==> config.mk <==
export PLATFORM = sky130hd
export DESIGN_NAME = crc_validator
export DESIGN_NICKNAME = d
export VERILOG_FILES = /design/src/rtl/crc_pkg.sv /design/src/rtl/crc_serial_step.sv /design/src/rtl/crc_validator.sv
export SDC_FILE = /design/constraint.sdc
export NUM_CORES = 1
export LEC_CHECK = 0
export ABC_AREA = 1
export CORE_ASPECT_RATIO = 2
export CORE_UTILIZATION = 25
export CTS_CLUSTER_SIZE = 10
export DETAILED_ROUTE_END_ITERATION = 6
export GPL_ROUTABILITY_DRIVEN = 0
export PLACE_DENSITY = 0.43
export SLEW_MARGIN = 20
export SYNTH_ARGS = -nofsm -noshare
export SYNTH_HDL_FRONTEND = slang
export SYNTH_SLANG_ARGS = --single-unit
export TNS_END_PERCENT = 20
==> constraint.sdc <==
create_clock -name clk -period 1.75 [get_ports clk]
set_input_delay 0.35 -clock clk [delete_from_list [all_inputs] [get_ports clk]]
set_output_delay 0.35 -clock clk [all_outputs]
set_load 0.005 [all_outputs]
==> src/rtl/crc_pkg.sv <==
`default_nettype none
// ============================================================================
// Module   : crc_pkg
// Purpose  : Shared constants and FSM state encoding for the serial CRC checker.
// Revision : 1.0 - initial release
// ============================================================================
package crc_pkg;

    localparam int CRC_DATA_W = 8;
    localparam int CRC_W      = 4;
    localparam logic [CRC_W-1:0] CRC_POLY = 4'h3;
    localparam int CRC_CW_W   = CRC_DATA_W + CRC_W;

    typedef enum logic [1:0] {
        SHIFT = 2'd0,
        CHECK = 2'd1,
        DONE  = 2'd2
    } state_t;

endpackage
`default_nettype wire

==> src/rtl/crc_serial_step.sv <==
`default_nettype none
// ============================================================================
// Module   : crc_serial_step
// Purpose  : One MSB-first polynomial division step (one codeword bit in).
// Revision : 1.0 - initial release
// ============================================================================
module crc_serial_step #(
    parameter int CRC_W = crc_pkg::CRC_W
) (
    input  logic [CRC_W-1:0] rem_in,
    input  logic             bit_in,
    input  logic [CRC_W-1:0] poly,
    output logic [CRC_W-1:0] rem_out
);
    import crc_pkg::*;

    logic w_fb;

    // The bit leaving the top of the remainder decides whether to subtract G.
    assign w_fb    = rem_in[CRC_W-1];
    assign rem_out = {rem_in[CRC_W-2:0], bit_in} ^ (w_fb ? poly : {CRC_W{1'b0}});

endmodule
`default_nettype wire

==> src/rtl/crc_validator.sv <==
`default_nettype none
// ============================================================================
// Module   : crc_validator
// Purpose  : Serial checker for one DATA_W+CRC_W codeword, restarted by rst.
//            Define CRC_VALIDATOR_REMAINDER_EN to expose the remainder port.
// Revision : 1.0 - initial release
// ============================================================================
module crc_validator #(
    parameter int DATA_W = crc_pkg::CRC_DATA_W,
    parameter int CRC_W  = crc_pkg::CRC_W,
    parameter logic [CRC_W-1:0] POLY = crc_pkg::CRC_POLY
) (
    input  logic                      clk,
    input  logic                      rst,
    input  logic [DATA_W+CRC_W-1:0]   data_in,
`ifdef CRC_VALIDATOR_REMAINDER_EN
    output logic [CRC_W-1:0]          remainder,
`endif
    output logic                      valid,
    output logic                      done
);
    import crc_pkg::*;

    localparam int c_cw_w  = DATA_W + CRC_W;
    localparam int c_cnt_w = $clog2(c_cw_w + 1);
    localparam logic [c_cnt_w-1:0] c_last = c_cnt_w'(c_cw_w - 1);

    state_t              r_state;
    logic [c_cw_w-1:0]   r_shift;
    logic [CRC_W-1:0]    r_rem;
    logic [c_cnt_w-1:0]  r_cnt;
    logic                r_done;
    logic                r_valid;
    logic [CRC_W-1:0]    w_rem_next;

    crc_serial_step #(
        .CRC_W   (CRC_W)
    ) u_step (
        .rem_in  (r_rem),
        .bit_in  (r_shift[c_cw_w-1]),
        .poly    (POLY),
        .rem_out (w_rem_next)
    );

    // rst doubles as the load strobe, so data_in is only sampled here.
    always_ff @(posedge clk) begin
        if (rst) begin
            r_shift <= data_in;
            r_rem   <= '0;
            r_cnt   <= '0;
            r_state <= SHIFT;
            r_done  <= 1'b0;
            r_valid <= 1'b0;
        end else begin
            case (r_state)
                SHIFT: begin
                    r_shift <= r_shift << 1;
                    r_rem   <= w_rem_next;
                    r_cnt   <= r_cnt + 1'b1;
                    if (r_cnt == c_last) begin
                        r_state <= CHECK;
                    end
                end
                CHECK: begin
                    r_done  <= 1'b1;
                    r_valid <= (r_rem == '0);
                    r_state <= DONE;
                end
                DONE: begin
                    r_state <= DONE;
                end
                default: begin
                    r_state <= DONE;
                end
            endcase
        end
    end

    assign valid = r_valid;
    assign done  = r_done;

`ifdef CRC_VALIDATOR_REMAINDER_EN
    assign remainder = r_rem;
`endif

endmodule
`default_nettype wire

==> impl_metrics.csv, run 1 <==
group,metric,value,unit
cts,cts-buffers-inserted,3,
job,cap_violations,0,
route,dr_total_vias,721,
setup_path,slowest_stage,"clkdlybuf4s50_1",
cts,cts_hold_buf,0,
setup_path,cpLargestDelayFamily,"buffers and inverters",
setup_path,arrival,1120,ps
place,dp_hpwl,1.434,mm
die,ioPinCount,16,
global_routing,grt_first_pass_wirelength,3.118,mm
cells_and_area,layout-drive-gt1-share,9.302,%
cells_and_area,most-common-layout-cells,"45 x nand2_1, 15 x clkdlybuf4s50_1, 12 x dfxtp_1, 12 x edfxtp_1, 11 x nor2_1",
cells_and_area,diodes,0,
pwr,powerDensity,887.9,nW/µm²
sta,setup_tns,0,ps
route,viasPerCell,4.051,
synthesis,syn_nets,126,
route,drc,0,
status,status,"finished clean",
die,die_w,46.38,µm
sta,clock.fmax,0.6805,GHz
cts,cts_sinks,24,
sta,relSlewSlack,80.10,%
die,fp.dieH,90.76,µm
cells_and_area,nets,145,
cts,cts_root_buffer,"clkbuf_8",
setup_path,setup.worst_path.start_class,"flop",
cts,cts.path.max_buffers,2,
cts,cts_resized,0,
sta,tightest_slew,298.1,ps
synthesis,netlist_area,984.7,µm²
route,wl_met2,1.003,mm
cells_and_area,final_common_cell,"nand2_1",
die,start_util,26.72,%
cts,cts_setup_buffers,0,
route,wire_per_inst,10.75,µm
setup_path,critical-path-max-stage-delay,500,ps
die,coreArea,3685,µm²
synthesis,avgSynthCellArea,8.871,µm²
global_routing,first_global_vias,695,
cts,cts_tree,"built",
sta,whs,468.4,ps
synthesis,synth.ff_latch_count,24,
route,m1WireLength,831,µm
cells_and_area,fill_cells,408,
setup_path,critPathCaptureType,"output port",
pwr,vdd_ir_drop_max,0.3758,mV
place,pre_cts_slack,183.1,ps
route,wl_met3,49,µm
route,drt-total-wl,1.913,mm
setup_path,critical_path_required,1400,ps
sta,hold_viol,0,
die,die_area,4209,µm²
global_routing,grt_max_degree,17,
place,port_buffers,15,
cts,clock_latency,260,ps
worst_hold_path,hp-class,"reg -> reg",
global_routing,overflow,0,
sta,period_share,83.98,%
route,drtIter0Drc,9,
route,highest_layer,"met4",
sta,fin_skew,2.946,ps
route,first_pass_iters,4,
sta,worst_slack,280.4,ps
global_routing,antenna_found_initial,0,
cts,clkTransAtPathRegs,80,ps
sta,maxSlewViolCount,0,
global_routing,grt_usage,10.38,%
setup_path,path_buf_inv,1,
route,detail-route-antenna-nets,0,
sta,setup_viol,0,
pwr,p_leak,0.5344,nW
cts,cts_max_level,1,
synthesis,synth.distinct_cells,19,
setup_path,critical_path_class,"reg -> out",
setup_path,path_cells,"clkdlybuf4s50_1",
die,rows,31,
cells_and_area,post-route-util,33.82,%
sta,fin_crit,1470,ps
setup_path,worstPathMaxFanout,2,
synthesis,ys_warn_count,0,
synthesis,synthCells,111,
cells_and_area,syn2layout_area_growth,26.56,%
sta,rsz0062_at_grt,"false",
synthesis,ys_seq_area_share,60.99,%
[report_power, final]
part	switching (mW)	internal [mW]
registers	0.0151	0.626
logic	0.0429	0.0487
clock network	0.174	0.201
total	0.232	0.875
[metrics by stage]
| step | area [µm²] | total power [mW] | cells |
|---|---|---|---|
| CTS | 1246 | 1.116 | 178 |
| finish | 1246 | 1.107 | 178 |
| floorplan | 984.7 | 0.6998 | 111 |
| global placement | 1191 | 0.7454 | 174 |
| global route | 1246 | 1.158 | 178 |
| detailed placement | 1191 | 0.7477 | 174 |
[sequential cells by signal, summed over array words and instances, names as in the netlist]
| signal | count |
|---|---|
| r_cnt | 4 |
| r_shift | 12 |
| done | 1 |
| r_state | 2 |
| valid | 1 |
| r_rem | 4 |
[Yosys cell counts (all sizes together)]
cell / count / area [µm²]
o21ai: 5 / 28.77
xnor2: 1 / 8.760
ha: 1 / 12.51
o22ai: 2 / 12.51
nand3: 2 / 10.01
inv: 12 / 45.04
dfxtp: 12 / 240.2
nand2: 47 / 186.4
nor2: 12 / 52.55
a21oi: 3 / 15.01
buf: 2 / 12.51
edfxtp: 12 / 360.4
[path summary, 6_finish.rpt]
kind	startpoint	to	slack [ps]	cells past startpoint
worst max-delay path	valid	valid	280	1
worst min-delay path	r_cnt[3]	r_state[0]	470	2
worst max register to register	r_state[1]	r_rem[0]	740	6
worst min register to register	r_cnt[3]	r_state[0]	470	2
[logic make-up (layout without fill, tap and decap cells)]
kind of cell,after synthesis,count (layout),share of synthesized area (%)
AOI/OAI and AO/OA,10,10,5.716
DFF,24,24,60.99
buffers and inverters,14,32,5.844
adders and majority gates,1,1,1.270
and+or+nand+nor,61,61,25.29
xor gates and xnor gates,1,1,0.8896
[per-layer routing]
layer  vias up  GRT usage, %
li1        384             -
met1       327         11.83
met2         8         16.78
met3         2         2.000
met4         0         5.882
met5         -             0
[layout make-up]
cell class,instances,area [µm²],area share (%)
inverter,12,45.04,3.614
timing repair buffer,16,157.7,12.65
tap,49,61.31,4.920
sequential,24,600.6,48.19
multi-input combinational,73,326.6,26.20
clock buffer,4,55.05,4.418
Note: power is estimated with default switching activity, not from simulation.
==> run 2, diff against run 1 <==
Settings changed: PLACE_DENSITY 0.43 to 0.45.
Clock period 1.75 ns to 1.22 ns, I/O delays scaled along.
==> impl_metrics.csv, run 2 (same netlist as run 1, synthesis figures left out) <==
group,metric,value,unit
sta,tightest_slew,217.0,ps
place,port_buffers,15,
route,drt-total-wl,1.775,mm
setup_path,slowest_stage,"dfxtp_2",
worst_hold_path,hp-class,"reg -> reg",
sta,whs,462.5,ps
global_routing,grt_usage,9.894,%
setup_path,critPathCaptureType,"output port",
route,dr_total_vias,725,
cells_and_area,stdcell_count,180,
cts,cts_max_level,1,
setup_path,worstPathMaxFanout,2,
cells_and_area,nets,147,
sta,period_share,88.53,%
pwr,powerDensity,1202,nW/µm²
die,die_area,4209,µm²
cts,cts_hold_buf,0,
cts,clkTransAtPathRegs,80,ps
cells_and_area,syn2layout_area_growth,28.34,%
route,drtIter0Drc,6,
cells_and_area,largest-register,"r_shift",
cts,cts_root_buffer,"clkbuf_8",
cells_and_area,layout-drive-gt1-share,11.45,%
route,first_pass_iters,4,
sta,rsz0062_at_grt,"false",
die,rows,31,
global_routing,overflow,0,
route,drc,0,
route,wl_met3,53,µm
route,detail-route-antenna-nets,0,
cells_and_area,most-common-layout-cells,"45 x nand2_1, 13 x clkdlybuf4s50_1, 12 x edfxtp_1, 11 x nor2_1, 10 x dfxtp_1",
cells_and_area,finalInstanceArea,1264,µm²
cts,cts-buffers-inserted,3,
pwr,vdd_ir_drop_max,0.4964,mV
setup_path,critical_path_class,"reg -> out",
pwr,p_leak,0.5538,nW
setup_path,path_cells,"dlygate4sd2_1",
route,viasPerCell,4.028,
die,ioPinCount,16,
sta,relSlewSlack,85.52,%
place,dpl_cell_area,1219,µm²
global_routing,antenna_found_initial,0,
cells_and_area,diodes,0,
sta,hold_viol,0,
cts,clock_latency,260,ps
sta,fin_crit,1080,ps
cells_and_area,final_common_cell,"nand2_1",
setup_path,path_buf_inv,1,
setup_path,arrival,840,ps
cells_and_area,largest_registers,"r_shift: 12 flops, r_cnt: 4 flops, r_rem: 4 flops",
setup_path,critical_path_required,980,ps
route,wire_per_inst,9.861,µm
cts,cts_tree,"built",
status,status,"finished clean",
global_routing,grt_max_degree,17,
pwr,fin_total_pwr,1.518,mW
sta,setup_viol,0,
sta,clock.fmax,0.9258,GHz
place,place_inst,176,
global_routing,grt_first_pass_wirelength,2.973,mm
sta,maxSlewViolCount,0,
cells_and_area,largest_reg_flops,12,
die,coreArea,3685,µm²
global_routing,first_global_vias,730,
sta,fin_skew,4.086,ps
setup_path,cpLargestDelayFamily,"flip-flops",
die,die_w,46.38,µm
route,highest_layer,"met4",
route,m1WireLength,761,µm
setup_path,critical-path-max-stage-delay,320,ps
place,dp_hpwl,1.373,mm
die,start_util,26.72,%
route,wl_met2,918,µm
die,fp.dieH,90.76,µm
job,cap_violations,0,
cts,cts.path.max_buffers,2,
cts,cts_sinks,24,
setup_path,setup.worst_path.start_class,"flop",
cells_and_area,post-route-util,34.30,%
## run 2: worst paths after layout
kind / cells after the start / slack [ps] / end / from
max: 1 / 140 / valid / valid
min: 2 / 460 / done / done
max reg2reg: 6 / 170 / r_cnt[0] / r_state[0]
min reg2reg: 2 / 460 / done / done
## run 2: report_power, final
| group | internal, mW | total, mW | switching (mW) |
|---|---|---|---|
| clock | 0.225 | 0.461 | 0.236 |
| sequential | 0.897 | 0.918 | 0.0205 |
| combinational | 0.0782 | 0.140 | 0.0617 |
## run 2: cell type report
type	count	area, µm²
Inverter	12	45.04
Sequential cell	24	603.1
Clock buffer	3	41.29
Fill cell	395	2421
Tap cell	49	61.31
Multi-Input combinational cell	73	326.6
Clock inverter	1	3.754
Timing Repair Buffer	18	182.7
## run 2: metrics by stage
step	setup TNS, ps	setup slack, ps
floorplan	0	301.5
global placement	-3275	-141.3
detailed placement	-3568	-142.4
CTS	0	118.6
global route	0	63.29
finish	0	139.9
## run 2: timing repair
action / CTS / global route
setup endpoints to repair: 2 / 0
setup buffers: 0 / 0
resized for setup: 4 / 0
## run 2: metal layers
| layer | up-vias | global-route usage [%] |
|---|---|---|
| li1 | 388 | - |
| met1 | 322 | 10.99 |
| met2 | 11 | 15.86 |
| met3 | 4 | 1.800 |
| met4 | 0 | 6.618 |
| met5 | - | 0 |
